[config.mk]
export PLATFORM = sky130hd
export DESIGN_NAME = mul_ctrl_flat
export DESIGN_NICKNAME = d
export VERILOG_FILES = /design/src/rtl/mul_ctrl_if.sv /design/src/rtl/mul_ctrl.sv /design/src/flat_wrapper.sv
export SDC_FILE = /design/constraint.sdc
export NUM_CORES = 1
export LEC_CHECK = 0
export ABC_CLOCK_PERIOD_IN_PS = 20700
export CELL_PAD_IN_SITES_DETAIL_PLACEMENT = 1
export CELL_PAD_IN_SITES_GLOBAL_PLACEMENT = 2
export CORE_AREA = 2 2 212 214
export DETAILED_ROUTE_END_ITERATION = 10
export DIE_AREA = 0 0 214 216
export GPL_TIMING_DRIVEN = 0
export HOLD_SLACK_MARGIN = 0.12
export PLACE_DENSITY = 0.94
export REMOVE_ABC_BUFFERS = 1
export SLEW_MARGIN = 20
export SYNTH_ARGS = -nofsm -noshare
export SYNTH_HDL_FRONTEND = slang
export SYNTH_SLANG_ARGS = --single-unit
[constraint.sdc]
create_clock -name clk -period 20.7 [get_ports clk]
set_clock_uncertainty 0.15 [all_clocks]
set_input_delay 4.14 -clock clk [delete_from_list [all_inputs] [get_ports clk]]
set_output_delay 4.14 -clock clk [all_outputs]
set_load 0.005 [all_outputs]
[src/rtl/mul_ctrl_if.sv]
// mul_ctrl_if -- request/response bundle for the iterative multiplier.
//   Request : req_valid/req_ready handshake, req_op, req_rs1, req_rs2, req_tag
//   Response: resp_valid/resp_ready handshake, resp_data, resp_tag
//   Control : flush (abort in-flight op), busy (unit not idle)
// The slave modport is the multiplier side; master is the requester/consumer.
interface mul_ctrl_if #(
   parameter int TAG_W = 5
);
   logic             req_valid;
   logic             req_ready;
   logic [1:0]       req_op;
   logic [31:0]      req_rs1;
   logic [31:0]      req_rs2;
   logic [TAG_W-1:0] req_tag;
   logic             flush;
   logic             resp_valid;
   logic             resp_ready;
   logic [31:0]      resp_data;
   logic [TAG_W-1:0] resp_tag;
   logic             busy;

   modport slave (
      input  req_valid, req_op, req_rs1, req_rs2, req_tag, flush, resp_ready,
      output req_ready, resp_valid, resp_data, resp_tag, busy
   );

   modport master (
      output req_valid, req_op, req_rs1, req_rs2, req_tag, flush, resp_ready,
      input  req_ready, resp_valid, resp_data, resp_tag, busy
   );
endinterface

[src/rtl/mul_ctrl.sv]
// mul_ctrl -- iterative 32x32 multiplier for MUL/MULH/MULHSU/MULHU.
// Operands are reduced to unsigned magnitudes on acceptance, multiplied
// 4 multiplier bits per cycle over 8 CALC cycles, then the sign is applied
// to the full 64-bit product in FIX. Latency is fixed at 10 cycles.
// Ports:
//   clk  - clock, rising edge
//   rst  - synchronous active-high reset
//   bus  - mul_ctrl_if.slave (request, response, flush, busy)
module mul_ctrl #(
   parameter int TAG_W = 5
) (
   input  logic        clk,
   input  logic        rst,
   mul_ctrl_if.slave   bus
);

   typedef enum logic [1:0] {
      S_IDLE = 2'd0,
      S_CALC = 2'd1,
      S_FIX  = 2'd2,
      S_DONE = 2'd3
   } state_t;

   state_t           r_state;
   state_t           w_state_n;

   logic [63:0]      r_acc;
   logic [2:0]       r_cnt;
   logic             r_neg;
   logic [1:0]       r_op;
   logic [TAG_W-1:0] r_tag;
   logic [31:0]      r_mcand;
   logic [31:0]      r_mplier;

   logic             w_accept;
   logic             w_rs1_sgn;
   logic             w_rs2_sgn;
   logic [3:0]       w_nib;
   logic [35:0]      w_pp;
   logic [63:0]      w_pp_sh;

   // Magnitude of an operand; only taken when the operand is treated as
   // signed. 0x80000000 maps to itself, which is the correct unsigned value.
   function automatic logic [31:0] f_mag(input logic [31:0] v, input logic sgn);
      return (sgn && v[31]) ? (~v + 32'd1) : v;
   endfunction

   // MUL's low word is sign-agnostic, so it shares the signed x signed path.
   assign w_rs1_sgn = (bus.req_op != 2'b11);
   assign w_rs2_sgn = !bus.req_op[1];

   assign bus.req_ready = (r_state == S_IDLE) && !bus.flush;
   assign w_accept      = bus.req_valid && bus.req_ready;

   // One 32x4 partial product per cycle, placed at nibble position r_cnt.
   assign w_nib   = r_mplier[{r_cnt, 2'b00} +: 4];
   assign w_pp    = {4'b0, r_mcand} * {32'b0, w_nib};
   assign w_pp_sh = {28'b0, w_pp} << {r_cnt, 2'b00};

   always_ff @(posedge clk) begin
      if (rst) r_state <= S_IDLE;
      else     r_state <= w_state_n;
   end

   always_comb begin
      w_state_n = r_state;
      if (bus.flush) begin
         w_state_n = S_IDLE;
      end else begin
         case (r_state)
            S_IDLE: if (w_accept)          w_state_n = S_CALC;
            S_CALC: if (r_cnt == 3'd7)     w_state_n = S_FIX;
            S_FIX:                         w_state_n = S_DONE;
            S_DONE: if (bus.resp_ready)    w_state_n = S_IDLE;
            default:                       w_state_n = S_IDLE;
         endcase
      end
   end

   always_ff @(posedge clk) begin
      if (rst) begin
         r_acc <= '0;
         r_cnt <= '0;
         r_neg <= 1'b0;
         r_op  <= '0;
         r_tag <= '0;
      end else if (w_accept) begin
         r_acc <= '0;
         r_cnt <= '0;
         r_neg <= (w_rs1_sgn & bus.req_rs1[31]) ^ (w_rs2_sgn & bus.req_rs2[31]);
         r_op  <= bus.req_op;
         r_tag <= bus.req_tag;
      end else if (r_state == S_CALC) begin
         r_acc <= r_acc + w_pp_sh;
         r_cnt <= r_cnt + 3'd1;
      end else if (r_state == S_FIX && r_neg) begin
         r_acc <= ~r_acc + 64'd1;
      end
   end

   // Operand magnitudes carry no state worth clearing on reset.
   always_ff @(posedge clk) begin
      if (w_accept) begin
         r_mcand  <= f_mag(bus.req_rs1, w_rs1_sgn);
         r_mplier <= f_mag(bus.req_rs2, w_rs2_sgn);
      end
   end

   assign bus.busy       = (r_state != S_IDLE);
   assign bus.resp_valid = (r_state == S_DONE);
   assign bus.resp_data  = (r_state != S_DONE) ? 32'd0 :
                           (r_op == 2'b00)     ? r_acc[31:0] : r_acc[63:32];
   assign bus.resp_tag   = (r_state == S_DONE) ? r_tag : '0;

endmodule
[src/flat_wrapper.sv]
// flat-port wrapper written by rule: the top's interface ports become plain ports
module mul_ctrl_flat 
#(
   parameter int TAG_W = 5
)
  (clk, rst, bus_req_valid, bus_req_op, bus_req_rs1, bus_req_rs2, bus_req_tag, bus_flush, bus_resp_ready, bus_req_ready, bus_resp_valid, bus_resp_data, bus_resp_tag, bus_busy);
  mul_ctrl_if #(.TAG_W(TAG_W)) bus_i ();
  input  logic clk;
  input  logic rst;
  input wire logic [$bits(bus_i.req_valid)-1:0] bus_req_valid;
  input wire logic [$bits(bus_i.req_op)-1:0] bus_req_op;
  input wire logic [$bits(bus_i.req_rs1)-1:0] bus_req_rs1;
  input wire logic [$bits(bus_i.req_rs2)-1:0] bus_req_rs2;
  input wire logic [$bits(bus_i.req_tag)-1:0] bus_req_tag;
  input wire logic [$bits(bus_i.flush)-1:0] bus_flush;
  input wire logic [$bits(bus_i.resp_ready)-1:0] bus_resp_ready;
  output wire logic [$bits(bus_i.req_ready)-1:0] bus_req_ready;
  output wire logic [$bits(bus_i.resp_valid)-1:0] bus_resp_valid;
  output wire logic [$bits(bus_i.resp_data)-1:0] bus_resp_data;
  output wire logic [$bits(bus_i.resp_tag)-1:0] bus_resp_tag;
  output wire logic [$bits(bus_i.busy)-1:0] bus_busy;
  assign bus_i.req_valid = bus_req_valid;
  assign bus_i.req_op = bus_req_op;
  assign bus_i.req_rs1 = bus_req_rs1;
  assign bus_i.req_rs2 = bus_req_rs2;
  assign bus_i.req_tag = bus_req_tag;
  assign bus_i.flush = bus_flush;
  assign bus_i.resp_ready = bus_resp_ready;
  assign bus_req_ready = bus_i.req_ready;
  assign bus_resp_valid = bus_i.resp_valid;
  assign bus_resp_data = bus_i.resp_data;
  assign bus_resp_tag = bus_i.resp_tag;
  assign bus_busy = bus_i.busy;
  mul_ctrl #(.TAG_W(TAG_W)) u_core (.clk(clk), .rst(rst), .bus(bus_i));
endmodule
==> reports/qor.txt, run 1 <==
CTS sink cnt -> 141
Final hold vios -> 0
Outcome -> finished clean
Remaining global-route overflow -> 0
Area growth, synth to finish -> 13.8%
GR Util met1 -> 31.5%
Worst path depth -> 31
Min-Delay Path Depth -> 2
Post-route ant nets -> 0
HPWL after detailed placement -> 45.7 mm
Routing usage on met2 -> 44.0%
Share of cells above drive strength 1 -> 4.11%
TritonCTS clock tree -> yes
Syn. warnings -> 0
Dominant synthesized flop cell -> dfxtp_1
Num ports -> 116
Avg Cell Area, Syn -> 7.77 um2
EDFF count, synth -> 64
Total Negative Setup Slacks -> 0 ns
CP required -> 20.87 ns
Synth Instances -> 2189
Vias per cell -> 5.73
TritonCTS Buffers -> 17
Commonest non-fill, non-tap cells in the layout -> nand2_1 (227), a21oi_1 (187), nor2_1 (168)
Initial drt markers -> 888
Antenna cell count -> 0
Nets -> 2473
Crit path max-delay family -> compound AO/OA/AOI/OAI gates
Final Util -> 44.1%
Critical Path Slowest Stage Cell -> dfxtp_2
Post-CTS sizing -> 0
Flops & latches, synth -> 141
Die width -> 214 um
GRT Total Usage -> 25.0%
Clk Latency, worst-skew pair -> 0.47 ns
Synth Cell Area -> 17000 um2
Worst Path Arrival -> 9.89 ns
Row count -> 77
Max_cap viols -> 0
Tmin final -> 9.72 ns
Leak -> 7.90 nW
IO buf count -> 115
Clk Tree Root Cell -> clkbuf_16
Die ar. -> 46200 um2
Ranking of synthesized cells by area -> edfxtp_1 (11%), dfxtp_1 (9.1%), ha_1 (8.3%), fa_1 (7.2%), xnor2_1 (5.8%)
Vias in the first global route -> 16900
Via Count -> 16200
Yosys top cell by area -> edfxtp_1
Final count of negative-setup-slack endpoints -> 0
Power density cells -> 80.9 nW/um2
Post-route insts no fill -> 2828
Global-route wire length before repair -> 92.3 mm
Post-CTS setup buffer count -> 0
Largest net degree at the start of global routing -> 67
Slew Limit Fails -> 0
Seq/Total Area, Yosys -> 20.4%
CORE AREA -> 43800 um2
Hold_buf cts -> 0
RSZ-0062 raised after global routing -> false
Final Worst Setup Slack -> 10.98 ns
DR WL/cell -> 20.4 um
Tightest Pin Transition -> 1.09 ns
Critical Path End Type -> flop
Period utilization -> 47.0%
Setup WS pre-CTS -> 11.04 ns
WS Path Type -> reg2reg
WP buf/inv -> 4
Max FO, Critical Path -> 49
Most common cell after layout, fill and taps aside -> nand2_1
CP peak stage delay -> 0.91 ns
Die Y -> 216 um
Achievable Freq -> 103 MHz
Longest Clk Path Bufs -> 2
Clk slew on worst S/H paths -> 0.08 ns
Met3 Use GR -> 2.54%
Drt total wl -> 57.8 mm
Startpoint Class -> flop
H-tree depth -> 4
GR peak layer -> met2
Max-slew headroom -> 27.0%
Residual DRC count -> 0
Routability cong. -> 0.912
Reg2Reg Depth -> 31
Initial Utilization -> 38.8%
Most Frequent Cell on Critical Path -> o21ai_0
Post-synth ARST share -> 0%
First drt pass iteration count -> 5
Placed cells -> 2796
Maximum VDD drop -> 0.0512 mV
Post-synth top area share -> 11.3%
HP Class -> reg2reg
Initial antenna violation count -> 0
Netlist cell types -> 75
-- worst min-delay path: stages (launching register included) --
cell     delay (ns)
dfxtp_1        0.31
nand2_1        0.05
a21oi_1        0.06
-- path summary, 6_finish.rpt --
check	start	endpoint	slack, ns
max	u_core.r_cnt[2]	u_core.r_acc[40]	10.98
min	u_core.r_tag[3]	u_core.r_tag[3]	0.32
max reg2reg	u_core.r_cnt[2]	u_core.r_acc[40]	10.98
min reg2reg	u_core.r_tag[3]	u_core.r_tag[3]	0.32
-- layout make-up --
type	count	area, um2
clock inverter	14	125
clock buffer	18	429
inverter	161	607
multi-input combinational	1778	12600
tap	592	741
timing repair buffer	124	1360
sequential	141	3470
fill	5350	24500
-- registers in the layout, summed over array words and instances, names as in the netlist --
name             count
u_core.r_mplier     32
u_core.r_op          2
u_core.r_mcand      32
u_core.r_neg         1
u_core.r_state       2
u_core.r_tag         5
u_core.r_acc        64
u_core.r_cnt         3
-- stage by stage --
stage / power [mW] / area, um2 / hold WS (ns)
final: 1.56 / 19300 / 0.315
after global routing: 1.66 / 19300 / 0.346
after CTS: 1.56 / 19300 / 0.312
after detailed placement: 1.24 / 18800 / 0.302
after global placement: 1.22 / 18500 / 0.289
after floorplan: 0.957 / 16600 / 0.276
-- Yosys cell counts (20+ instances only) --
master and instances:
fa_1 61, a21o_1 55, clkbuf_1 95, nand2b_1 28, dfxtp_1 77, a21oi_1 187
and2_1 26, nor4_1 20, o31ai_1 25, ha_1 113, nand2_1 229, mux2i_1 30
nand4_1 24, nand3_1 28, xnor2_1 113, nor3_1 43, xor2_1 95, inv_1 159
edfxtp_1 64, nor2_1 170, a21boi_0 42, nor2b_1 102, a211oi_1 46, o21ai_0 125
-- where the power goes --
group	switching, mW	internal [mW]
Clock	0.150	0.158
Sequential	0.0175	0.309
Combinational	0.600	0.331
Total	0.767	0.797
-- per-layer routing --
metal | vias up | share of wire [%]
met4 | 0 | 2.9
met2 | 299 | 49
met1 | 8048 | 45
met3 | 85 | 3.0
li1 | 7780 | -
met5 | - | 0
-- logic make-up (layout without fill, tap and decap cells) --
| logic type | count (synthesis) | in the layout | share of synthesized area, % |
|---|---|---|---|
| AO/OA/AOI/OAI | 614 | 614 | 22.7 |
| XOR/XNOR | 208 | 208 | 10.7 |
| adder cells (fa/ha/maj) | 174 | 174 | 15.5 |
| buffers and inverters | 270 | 317 | 5.97 |
| flip-flops | 141 | 141 | 20.4 |
| multiplexers | 48 | 48 | 3.49 |
| AND/OR/NAND/NOR | 734 | 734 | 21.3 |
(Power assumes the default switching activity.)
==> inputs of run 2 (changes only) <==
Settings changed: ABC_CLOCK_PERIOD_IN_PS 20700 to 9900, CORE_AREA 2 2 212 214 to 2 2 218 220, DIE_AREA 0 0 214 216 to 0 0 220 222, PLACE_DENSITY 0.94 to 0.9.
Clock period 20.7 ns to 9.9 ns, I/O delays scaled along.
==> reports/qor.txt, run 2 (synthesis gave the netlist of run 1 again) <==
H-tree depth -> 4
Critical Path Slowest Stage Cell -> o31ai_1
WS Path Type -> reg2reg
Clk Tree Root Cell -> clkbuf_16
Max FO, Critical Path -> 26
Longest Clk Path Bufs -> 2
R2r startpoint -> u_core.r_cnt[0]
Die width -> 220 um
CTS sink cnt -> 141
Post-route ant nets -> 0
CP peak stage delay -> 0.95 ns
Worst path depth -> 30
HPWL after detailed placement -> 46.2 mm
CP required -> 10.08 ns
TritonCTS clock tree -> yes
Vias per cell -> 5.70
Hold path endpoint -> u_core.r_tag[1]
RSZ-0062 raised after global routing -> false
Worst hold slack -> 0.304 ns
Routability cong. -> 0.896
Outcome -> finished clean
Clk slew on worst S/H paths -> 0.07 ns
Antenna cell count -> 0
Nets -> 2475
Area growth, synth to finish -> 14.3%
Most common cell after layout, fill and taps aside -> nand2_1
Leak -> 7.93 nW
Critical Path End Type -> flop
Top reg by flops -> u_core.r_acc
Worst R2R Setup Slack -> 0.42 ns
First drt pass iteration count -> 5
Largest net degree at the start of global routing -> 67
Final hold vios -> 0
Most Frequent Cell on Critical Path -> inv_1
Num ports -> 116
Via Count -> 16200
TritonCTS Buffers -> 17
Row count -> 79
Overall power -> 3.31 mW
Vias in the first global route -> 16900
Period utilization -> 95.8%
GRT Total Usage -> 24.2%
Initial drt markers -> 1047
Filler cells -> 5713
Residual DRC count -> 0
Commonest non-fill, non-tap cells in the layout -> nand2_1 (227), a21oi_1 (187), nor2_1 (168)
Maximum VDD drop -> 0.134 mV
R2r endpoint -> u_core.r_acc[50]
Post-CTS setup buffer count -> 0
Footprint of the multi-input gates -> 12600 um2
Initial Utilization -> 36.8%
HP Class -> reg2reg
Max-slew headroom -> 19.0%
Min-Delay Path Depth -> 2
DR WL/cell -> 20.5 um
Largest regs -> u_core.r_acc (64), u_core.r_mcand (32), u_core.r_mplier (32)
Worst Path Arrival -> 9.67 ns
WP buf/inv -> 4
Initial antenna violation count -> 0
Tightest Pin Transition -> 1.20 ns
Final count of negative-setup-slack endpoints -> 0
Max_cap viols -> 0
IO buf count -> 115
Hold_sp -> u_core.r_tag[1]
FF+latch area -> 3470 um2
Remaining global-route overflow -> 0
Crit path max-delay family -> compound AO/OA/AOI/OAI gates
Drt total wl -> 58.5 mm
Tmin final -> 9.48 ns
Max reg flops -> 64
Die ar. -> 48800 um2
Reg2Reg Depth -> 30
Clk Latency, worst-skew pair -> 0.48 ns
Power density cells -> 170 nW/um2
Slew Limit Fails -> 0
CORE AREA -> 46300 um2
Share of cells above drive strength 1 -> 4.24%
Startpoint Class -> flop
Achievable Freq -> 105 MHz
Global-route wire length before repair -> 93.2 mm
Die Y -> 222 um
[run 2: routing by layer]
metal  up-vias  track usage (%)  share of wire, %
li1       7787                -                 -
met1      8057             31.1                44
met2       293             41.4                49
met3        92             2.85               3.1
met4         0             8.53               3.2
met5         -                0                 0
[run 2: through the flow]
step / std cells / setup WS, ns / utilization, % / area (um2) / setup TNS, ns
floorplan: 2080 / 0.531 / - / 16600 / 0
global placement: 2802 / -2.13 / 40.0 / 18500 / -70.33
detailed placement: 2813 / 0.226 / 40.7 / 18800 / 0
CTS: 2845 / 0.184 / 42.0 / 19400 / 0
global route: 2845 / 0.0138 / 42.0 / 19400 / 0
finish: 2845 / 0.416 / 42.0 / 19400 / 0
[run 2: how the worst max path moves through the flow]
stage / slack [ns] / to / startpoint
2_1_floorplan: 0.53 / u_core.r_acc[63] / u_core.r_cnt[0]
3_3_place_gp: -2.13 / u_core.r_acc[58] / u_core.r_cnt[0]
3_5_place_dp: 0.23 / u_core.r_acc[58] / u_core.r_cnt[2]
4_1_cts: 0.18 / u_core.r_acc[58] / u_core.r_cnt[2]
5_1_grt: 0.01 / u_core.r_acc[60] / u_core.r_cnt[0]
6_report: 0.42 / u_core.r_acc[50] / u_core.r_cnt[0]
[run 2: where the power goes]
group / switching (mW) / internal (mW) / total (mW)
registers: 0.0369 / 0.645 / 0.682
clock network: 0.321 / 0.355 / 0.676
logic: 1.26 / 0.692 / 1.95
[run 2: layout make-up]
| type | count | share of cell area (%) |
|---|---|---|
| repair buffers | 126 | 7.20 |
| clock buffers | 18 | 2.21 |
| multi-input cells | 1778 | 64.9 |
| well taps | 607 | 3.91 |
| flip-flops and latches | 141 | 17.9 |
| clock inverters | 14 | 0.747 |
| inverters | 161 | 3.14 |
[run 2: worst register-to-register path: cells and delay by family (launching register included)]
kind,cells,cell delay [ns]
AO/OA/AOI/OAI,11,3.84
buffers and inverters,4,0.46
multiplexers,3,1.26
AND/OR/NAND/NOR,6,0.96
adder cells (fa/ha/maj),4,1.80
flip-flops,1,0.57
XOR/XNOR,2,0.28
[run 2: what timing repair did]
action / in CTS / in global routing
setup endpoints to repair: 0 / 18
hold buffers: 0 / 0
gates resized for setup: 0 / 4
